File: config.mk
export PLATFORM = sky130hd
export DESIGN_NAME = aes_ark_stage
export DESIGN_NICKNAME = d
export VERILOG_FILES = /design/src/rtl/aes_ark_stage.sv
export SDC_FILE = /design/constraint.sdc
export NUM_CORES = 2
export LEC_CHECK = 0
export CORE_MARGIN = 3
export CORE_UTILIZATION = 39
export DETAILED_ROUTE_END_ITERATION = 7
export PLACE_DENSITY = 0.71
export SKIP_CTS_REPAIR_TIMING = 1
export SYNTH_ARGS = -nofsm -noshare
export SYNTH_HDL_FRONTEND = slang
export SYNTH_SLANG_ARGS = --single-unit
File: constraint.sdc
create_clock -name clock -period 3 [get_ports clock]
set_input_delay 0.45 -clock clock [delete_from_list [all_inputs] [get_ports clock]]
set_output_delay 0.45 -clock clock [all_outputs]
set_load 0.02 [all_outputs]
File: src/rtl/aes_ark_stage.sv
`default_nettype none
// ============================================================================
//  Module   : aes_ark_stage
//  Purpose  : Handshaked AddRoundKey stage with on-the-fly AES-128 key
//             expansion and a 2-entry output FIFO. Each accepted transfer
//             produces state^key, the next round key (Rcon taken from the
//             round index), the incremented round, a last-round flag and
//             the sideband tag.
//  Options  : AES_ARK_PERF_EN adds saturating perf_blocks / perf_stall
//             counters as extra output ports.
//  Revision : 1.0  initial release
// ============================================================================
module aes_ark_stage #(
    parameter int TAG_W     = 4,
    parameter int ROUND_W   = 4,
    parameter int MAX_ROUND = 10
) (
    input  logic               clock,
    input  logic               reset_n,
    input  logic               in_valid,
    output logic               in_ready,
    input  logic [127:0]       in_state,
    input  logic [127:0]       in_key,
    input  logic [ROUND_W-1:0] in_round,
    input  logic [TAG_W-1:0]   in_tag,
    output logic               out_valid,
    input  logic               out_ready,
    output logic [127:0]       out_state,
    output logic [127:0]       out_key,
    output logic [ROUND_W-1:0] out_round,
    output logic               out_last,
    output logic [TAG_W-1:0]   out_tag,
    output logic               err_round
`ifdef AES_ARK_PERF_EN
    ,
    output logic [31:0]        perf_blocks,
    output logic [31:0]        perf_stall
`endif
);

    // Reset release is expected to be synchronised to clock upstream; the
    // flops here only need the asynchronous assertion.

    localparam logic [31:0]        C_MAX_ROUND_32 = MAX_ROUND;
    localparam logic [ROUND_W-1:0] C_MAX_ROUND    = ROUND_W'(MAX_ROUND);

    // Forward S-box, byte 0x00 in the most significant position.
    localparam logic [2047:0] C_SBOX = {
        128'h637c777bf26b6fc53001672bfed7ab76,
        128'hca82c97dfa5947f0add4a2af9ca472c0,
        128'hb7fd9326363ff7cc34a5e5f171d83115,
        128'h04c723c31896059a071280e2eb27b275,
        128'h09832c1a1b6e5aa0523bd6b329e32f84,
        128'h53d100ed20fcb15b6acbbe394a4c58cf,
        128'hd0efaafb434d338545f9027f503c9fa8,
        128'h51a3408f929d38f5bcb6da2110fff3d2,
        128'hcd0c13ec5f974417c4a77e3d645d1973,
        128'h60814fdc222a908846eeb814de5e0bdb,
        128'he0323a0a4906245cc2d3ac629195e479,
        128'he7c8376d8dd54ea96c56f4ea657aae08,
        128'hba78252e1ca6b4c6e8dd741f4bbd8b8a,
        128'h703eb5664803f60e613557b986c11d9e,
        128'he1f8981169d98e949b1e87e9ce5528df,
        128'h8ca1890dbfe6426841992d0fb054bb16
    };

    typedef struct packed {
        logic [127:0]       state;
        logic [127:0]       key;
        logic [ROUND_W-1:0] round;
        logic               last;
        logic [TAG_W-1:0]   tag;
    } entry_t;

    typedef enum logic [1:0] {
        ST_EMPTY = 2'd0,
        ST_ONE   = 2'd1,
        ST_FULL  = 2'd2
    } fifo_state_t;

    // Byte at index a sits at bit offset (255-a)*8, i.e. {~a, 3'b000}.
    function automatic logic [7:0] sbox(input logic [7:0] a);
        return C_SBOX[{~a, 3'b000} +: 8];
    endfunction

    // ------------------------------------------------------------------
    // Datapath: AddRoundKey and one step of key expansion
    // ------------------------------------------------------------------
    logic [ROUND_W-1:0] w_round_next;
    logic [31:0]        w_round_next_ext;
    logic [7:0]         w_rcon;
    logic [31:0]        w_w0, w_w1, w_w2, w_w3;
    logic [31:0]        w_rot;
    logic [31:0]        w_sub;
    logic [31:0]        w_t;
    logic [31:0]        w_n0, w_n1, w_n2, w_n3;
    logic               w_bad_round;
    entry_t             w_entry;

    assign w_round_next     = in_round + 1'b1;
    assign w_round_next_ext = 32'(w_round_next);
    assign w_bad_round      = 32'(in_round) >= C_MAX_ROUND_32;

    assign {w_w0, w_w1, w_w2, w_w3} = in_key;
    assign w_rot = {w_w3[23:0], w_w3[31:24]};

    // One S-box table per byte lane of SubWord
    for (genvar gi = 0; gi < 4; gi++) begin : g_sbox
        assign w_sub[gi*8 +: 8] = sbox(w_rot[gi*8 +: 8]);
    end

    // Rcon lookup on the round being produced; anything outside 1..10 is 00
    always_comb begin
        w_rcon = 8'h00;
        case (w_round_next_ext)
            32'd1:   w_rcon = 8'h01;
            32'd2:   w_rcon = 8'h02;
            32'd3:   w_rcon = 8'h04;
            32'd4:   w_rcon = 8'h08;
            32'd5:   w_rcon = 8'h10;
            32'd6:   w_rcon = 8'h20;
            32'd7:   w_rcon = 8'h40;
            32'd8:   w_rcon = 8'h80;
            32'd9:   w_rcon = 8'h1b;
            32'd10:  w_rcon = 8'h36;
            default: w_rcon = 8'h00;
        endcase
    end

    assign w_t  = w_sub ^ {w_rcon, 24'h000000};
    assign w_n0 = w_w0 ^ w_t;
    assign w_n1 = w_w1 ^ w_n0;
    assign w_n2 = w_w2 ^ w_n1;
    assign w_n3 = w_w3 ^ w_n2;

    assign w_entry.state = in_state ^ in_key;
    assign w_entry.key   = {w_n0, w_n1, w_n2, w_n3};
    assign w_entry.round = w_round_next;
    assign w_entry.last  = (w_round_next == C_MAX_ROUND);
    assign w_entry.tag   = in_tag;

    // ------------------------------------------------------------------
    // 2-entry FIFO: head_q is always the presented entry, tail_q the next
    // ------------------------------------------------------------------
    fifo_state_t state_q, state_d;
    entry_t      head_q, head_d;
    entry_t      tail_q, tail_d;
    logic        in_ready_q, in_ready_d;
    logic        err_q, err_d;
    logic        w_push, w_pop;

    assign w_push = in_valid && in_ready_q;
    assign w_pop  = (state_q != ST_EMPTY) && out_ready;

    // FIFO next-state, storage update, registered ready and sticky error
    always_comb begin
        state_d = state_q;
        head_d  = head_q;
        tail_d  = tail_q;
        err_d   = err_q | (w_push && w_bad_round);
        case (state_q)
            ST_EMPTY: begin
                if (w_push) begin
                    head_d  = w_entry;
                    state_d = ST_ONE;
                end
            end
            ST_ONE: begin
                if (w_push && w_pop) begin
                    head_d = w_entry;
                end else if (w_push) begin
                    tail_d  = w_entry;
                    state_d = ST_FULL;
                end else if (w_pop) begin
                    state_d = ST_EMPTY;
                end
            end
            ST_FULL: begin
                // in_ready is low here, so only a pop can happen
                if (w_pop) begin
                    head_d  = tail_q;
                    state_d = ST_ONE;
                end
            end
            default: state_d = ST_EMPTY;
        endcase
        in_ready_d = (state_d != ST_FULL);
    end

    // State and storage registers
    always_ff @(posedge clock or negedge reset_n) begin
        if (!reset_n) begin
            state_q    <= ST_EMPTY;
            head_q     <= '0;
            tail_q     <= '0;
            in_ready_q <= 1'b1;
            err_q      <= 1'b0;
        end else begin
            state_q    <= state_d;
            head_q     <= head_d;
            tail_q     <= tail_d;
            in_ready_q <= in_ready_d;
            err_q      <= err_d;
        end
    end

    assign in_ready  = in_ready_q;
    assign out_valid = (state_q != ST_EMPTY);
    assign out_state = head_q.state;
    assign out_key   = head_q.key;
    assign out_round = head_q.round;
    assign out_last  = head_q.last;
    assign out_tag   = head_q.tag;
    assign err_round = err_q;

`ifdef AES_ARK_PERF_EN
    logic [31:0] perf_blocks_q, perf_blocks_d;
    logic [31:0] perf_stall_q, perf_stall_d;

    // Saturating counters for output transfers and stalled cycles
    always_comb begin
        perf_blocks_d = perf_blocks_q;
        perf_stall_d  = perf_stall_q;
        if (w_pop && (perf_blocks_q != 32'hffff_ffff)) begin
            perf_blocks_d = perf_blocks_q + 32'd1;
        end
        if ((state_q != ST_EMPTY) && !out_ready && (perf_stall_q != 32'hffff_ffff)) begin
            perf_stall_d = perf_stall_q + 32'd1;
        end
    end

    // Counter registers
    always_ff @(posedge clock or negedge reset_n) begin
        if (!reset_n) begin
            perf_blocks_q <= '0;
            perf_stall_q  <= '0;
        end else begin
            perf_blocks_q <= perf_blocks_d;
            perf_stall_q  <= perf_stall_d;
        end
    end

    assign perf_blocks = perf_blocks_q;
    assign perf_stall  = perf_stall_q;
`endif

endmodule
`default_nettype wire

# [Word-level counts from Yosys, hierarchy flattened]
# Memory sizes are Yosys's and may differ from the RTL's.
# Cells that the tools add are included.
[totals] memories=1 mem_bits_ro=128 ff_bits=534 elab_cells=58 out_inout_bits=268
[memory_table] name="(name not given)" depth=16 width=8 rd=1 rd_ports_with_merged_regs=0 wr=0 line_no="115" source="case (w_round_next_ext)"
[classes] shift=4 n_lt_le_gt_ge=1 add_sub_neg=1 n_bitwise=12 mux=10 n_eq_ne=7 n_reduce_logical=9
[ops] cell="$shiftx A2048 B12 Y8 const A" count=4
[ops] cell="$mux W265" count=3
[ops] cell="$pmux W265 S3" count=1
[ops] cell="$xor A32 B32 Y32" count=5
[ops] cell="$xor A128 B128 Y128" count=1
[ops] cell="$not A8 Y8" count=4
[ops] cell="$mux W2" count=5
[ops] cell="$ne A2 B2 Y1 const B" count=4
[ops] cell="$pmux W2 S3" count=1
[ops] cell="$add A4 B1 Y4 const B" count=1
[ops] cell="$eq A4 B4 Y1 const B" count=1
[ops] cell="$ge A4 B4 Y1 const B" count=1
[ops] cell="$logic_and A1 B1 Y1" count=4
[ops] cell="$reduce_and A4 Y1" count=1
[ops] cell="$reduce_and A3 Y1" count=1
[ops] cell="$reduce_bool A3 Y1" count=1
[ops] cell="$eq A2 B1 Y1 const B" count=1
[ops] cell="$eq A2 B2 Y1 const B" count=1
[ops] cell="$logic_not A2 Y1" count=1
[ops] cell="$reduce_bool A2 Y1" count=1
[ops] cell="$not A1 Y1" count=1
[ops] cell="$or A1 B1 Y1" count=1

# [Longest topological paths before layout]
[logic_depth] depth_word=9 depth_mapped=17 depth_no_buf=12

# [Least setup slack after synthesis]
# OpenSTA, ideal clock, no wires.
[synth_path] kind="input to register" startpoint="input port in_key[17]" endpoint="register head_q, in the netlist out_key[28]" path_stages=16 path_buffers=5 t_arrival_ps=4105 path_slack_ps=-1227 setup_time_ps=122 cell_sequence="clkbuf_1 clkbuf_1 buf_1 inv_1 ha_1 clkbuf_1 clkbuf_1 o2111ai_1 and3_1 a32oi_1 o211ai_1 xnor2_1 mux2i_1 o21ai_0 nand2_1 a32o_1"
[synth_via] elab_chain_cells=9 word_cells_on_any_way=10 cone_classes="1 x shift; 3 x mux; 6 x bitwise"
[synth_lines] item="start, declared" line_no="23" source="input logic [127:0] in_key,"
[synth_lines] item="$not A8 Y8 *" line_no="83" source="return C_SBOX[{~a, 3'b000} +: 8];"
[synth_lines] item="$shiftx A2048 B12 Y8 *" line_no="83"
[synth_lines] item="$xor A32 B32 Y32 *" line_no="130" source="assign w_t = w_sub ^ {w_rcon, 24'h000000};"
[synth_lines] item="$xor A32 B32 Y32 *" line_no="131" source="assign w_n0 = w_w0 ^ w_t;"
[synth_lines] item="$xor A32 B32 Y32 *" line_no="132" source="assign w_n1 = w_w1 ^ w_n0;"
[synth_lines] item="$xor A32 B32 Y32 *" line_no="133" source="assign w_n2 = w_w2 ^ w_n1;"
[synth_lines] item="$xor A32 B32 Y32 *" line_no="134" source="assign w_n3 = w_w3 ^ w_n2;"
[synth_lines] item="$mux W265 (on tied branches)" line_no="169, 163"
[synth_lines] item="$pmux W265 S3 *" line_no="161" source="case (state_q)"
[synth_lines] item="end signal, assigned" line_no="194" source="head_q <= '0;"
[synth_lines] item="end signal, assigned" line_no="200" source="head_q <= head_d;"
[synth_lines] item="end, declared" line_no="146" source="entry_t head_q, head_d;"
# Mark *: on every way between the ends. The rest lies on a longest branch, timed or not. The select of a mux whose other input is x is not followed.
# A chain may end at the register's enable or synchronous reset.

# [Worst setup path after layout]
[layout_path] startpoint="input port in_key[24]" endpoint="register head_q, in the netlist out_key[33]"
[layout_via] elab_chain_cells=8 word_cells_on_any_way=9 cone_classes="1 x shift; 3 x mux; 5 x bitwise"
[layout_lines] item="$not A8 Y8 *" line_no="83"
[layout_lines] item="$shiftx A2048 B12 Y8 *" line_no="83"
[layout_lines] item="$xor A32 B32 Y32 *" line_no="130"
[layout_lines] item="$xor A32 B32 Y32 *" line_no="131"
[layout_lines] item="$xor A32 B32 Y32 *" line_no="132"
[layout_lines] item="$xor A32 B32 Y32 *" line_no="133"
[layout_lines] item="$mux W265 (on tied branches)" line_no="169, 163"
[layout_lines] item="$pmux W265 S3 *" line_no="161"
# Marked as above.

==> summary.txt <==
Placement
  • Port bufs: ~540
  • Final HPWL DP: between 150 and 200 mm
  • Placement Cell Area: between 0.05 and 0.06 sq mm
  • GPL Wtd Cong: 0.9983

Setup path
  • Startpoint types: primary input
  • Reg2Reg Setup Slack: around 650 ps
  • CP endpoint: out_key[33]$_DFFE_PN0P_
  • Setup crit start: in_key[24]
  • Reg-to-reg startpoint: in_ready$_DFF_PN1_
  • FF-to-FF End: out_key[1]$_DFFE_PN0P_
  • WP data arrival: between 3000 and 4000 ps
  • Critical path endpoint category: register
  • CP required: roughly 3600 ps
  • Crit Path Max Fanout: 8
  • R2R depth: 8
  • Crit Path Category: in2reg

Synth
  • Post-synthesis cell type count: 106
  • Synth Flop Type: dfrtp_1
  • Synth Instances: between 4,000 and 5,000
  • Post-synthesis register bit count: between 500 and 600
  • Post-synth top area cell: dfrtp_1
  • Ys async rst share: 100.0%
  • Top-count cell post-synth: nand2_1
  • EDFF count, synth: 0
  • Mapped Area: 0.03877 sq mm
  • Area contributors post-synth: dfrtp_1, a21oi_1, o21ai_0
  • Syn Area/Cell: 8.012 sq um
  • Top cell type's share of synthesized area: about 34%
  • Ys Warns: 0
  • Syn nets: just over 5,000
  • Seq/Total Area, Yosys: about a third
  • Commonest cells in the netlist: nand2_1, dfrtp_1, a21oi_1, nor2_1, o21ai_0

Cells and area
  • Area Growth Syn to Fin: 49.89%
  • Area of the multi-input gates: around 0.025 sq mm
  • Final Instance Area: roughly 0.058 sq mm
  • Fraction of layout instances using a drive strength above 1: between 20% and 30%
  • Nets: 6,555
  • Flip-flop and latch area: 0.01336 sq mm
  • Fill count: approximately 8,700

GRT
  • Total GRT Usage: 38.74%
  • Initial antenna violation count: 10
  • First-pass GRT wire length: between 200 and 300 mm
  • Number of global-route vias before repair: about 43,000
  • GRT busiest layer: met2
  • Largest net degree at the start of global routing: 114
  • Met2 usage: about three fifths
  • GR Util met3: 8.362%
  • Met1 usage: 52.36%
  • Grt ovf: 0

Pwr
  • Combinational share of power: between 40% and 50%
  • Power share of the clock group: 18.4%
  • Switching Share: 41.43%
  • NetSw: roughly 17 mW
  • Leak: approximately 25 nW
  • Peak VDD IR: between 500 and 600 uV
  • Pwr/cell area: 689.5 mW/mm^2
  • Cell-internal power: between 20 and 25 mW
  • Sequential share of power: around a third

Clock network
  • CTS Sinks: 534
  • H-tree Lvls: 2
  • Clk slew on worst S/H paths: 60 ps
  • Num CTS Buffers: 58
  • CTS tree: yes
  • Maximum buffer depth of the clock tree: 3
  • Clk root buf: clkbuf_16
  • Worst skew pair latency: just over 700 ps

Timing
  • Tmin final: 3032 ps
  • Final hold vios: 0
  • Fmax: between 0.3 and 0.4 GHz
  • Worst Skew: around 70 ps
  • Setup WS post-layout: -31.98 ps
  • Final TNS setup: -31.98 ps
  • Relative slew slack: 37.16%
  • RSZ-0062 raised after global routing: true
  • Worst-margin pin slew: between 900 and 1000 ps
  • Final Setup Violations: 1
  • Crit share post-route: 101.1%
  • Max-slew violation count: 0

Floorplanning
  • Initial Util: between 30% and 40%
  • Cell Rows: between 100 and 150
  • Die Area: 0.1032 sq mm
  • Die H: about 320 um
  • Ports: 536
  • Die Width: about 320 um
  • Core area: between 0.09 and 0.1 sq mm

Status
  • Status: finished with violations
  • Violated checks: negative setup slack

Drt
  • DRC: 0
  • DR vias: 45,303
  • Initial DRC Count: 4,720
  • Detail Route Antenna Nets: 0
  • Pre-Repair DR Iteration Count: 5
  • Routed wire per std cell: ~28 um
  • Vias/cell: 5.993
  • Post-Route WL: around 210 mm

Job
  • Max Cap Viol: 0

Hold path
  • Worst hold path type: in2reg
[flip-flops by register name, summed over array words and instances (netlist names)]
register / cells
out_last: 1
state_q: 2
in_ready: 1
tail_q: 265
err_round: 1
out_round: 4
out_tag: 4
out_key: 128
out_state: 128
[power groups by stage]
stage / registers [mW] / clock network (mW) / logic, mW
global route: 13.2 / 7.73 / 21.1
CTS: 12.8 / 7.44 / 19.2
finish: 12.8 / 7.37 / 19.9
floorplan: 14.4 / 0 / 7.53
detailed placement: 12.8 / 0 / 19.1
global placement: 12.7 / 0 / 18.8
[stage by stage]
| stage | setup slack, ps | total power, mW | instances | utilization [%] | hold WS (ps) |
|---|---|---|---|---|---|
| after floorplan | -587.2 | 21.89 | 4839 | - | 154.4 |
| after global placement | -1445 | 31.44 | 7417 | 55.37 | 436.3 |
| after detailed placement | -1366 | 31.92 | 7417 | 55.37 | 439.7 |
| after CTS | -678.5 | 39.44 | 7521 | 57.36 | -315.0 |
| after global routing | -86.16 | 42.04 | 7556 | 59.04 | 285.7 |
| final | -31.98 | 40.07 | 7559 | 59.04 | 288.0 |
[cell families after synthesis]
family / synth area share (%)
buffers and inverters: 5.677
DFF: 34.47
xor gates and xnor gates: 7.739
adders and majority gates: 2.053
muxes: 4.399
and+or+nand+nor: 19.54
AOI/OAI and AO/OA: 26.12
[layer usage]
metal,vias up,wire length (um)
met5,-,49
met2,2440,90690
met4,6,12070
met3,500,20100
met1,22272,85020
li1,20085,-
[worst min-delay path by stage]
stage	startpoint	to	slack, ps	cells after the start
floorplan	reset_n	err_round$_DFF_PN0_	150	0
CTS	reset_n	out_key[104]$_DFFE_PN0P_	-320	1
global route	in_key[17]	tail_q[26]$_DFFE_PN0P_	290	5
global placement	reset_n	out_key[104]$_DFFE_PN0P_	440	1
finish	in_key[17]	tail_q[154]$_DFFE_PN0P_	290	4
detailed placement	reset_n	out_key[104]$_DFFE_PN0P_	440	1
[critical path, stage by stage]
cell	delay (ps)
buf_6	90
buf_8	130
inv_8	70
ha_2	220
buf_6	180
nor2b_2	200
o311ai_0	140
mux4_2	570
mux2i_1	170
or4_4	580
xor2_4	180
xor2_2	180
buf_4	180
o21ai_2	130
o21a_1	140
[placed cells by master, fill, tap and decap left out, types with 16 or more instances in the layout]
master	count
nor2b_2	16
buf_6	34
mux2i_1	45
or3_1	45
clkdlybuf4s50_1	512
xor2_1	46
ha_4	19
o311ai_0	26
o31ai_1	23
nor2_1	487
buf_12	84
or2_2	23
o21a_1	33
o21ai_1	60
a211oi_1	48
a21oi_1	517
o211ai_1	34
xor2_2	18
mux4_2	46
nor2b_1	65
a21o_1	29
a221oi_1	27
o221ai_1	25
ha_1	31
o21ai_0	406
nor3_1	97
inv_1	41
and3_1	24
nand3_1	78
buf_4	1144
a311oi_1	34
xnor2_2	24
a31oi_1	61
xnor2_1	208
and2_1	21
o2111ai_1	18
clkbuf_16	58
nand2_1	591
nand2b_1	68
dfrtp_1	533
[final cells by class]
type                            instances  area share [%]
Antenna cell                            4         0.01723
Clock buffer                           80           2.847
Clock inverter                         24          0.5232
Inverter                               56          0.4285
Multi-Input combinational cell       3782           43.02
Sequential cell                       534           23.00
Tap cell                             1287           2.771
Timing Repair Buffer                 1792           27.40
Note: power is estimated with default switching activity, not from simulation.
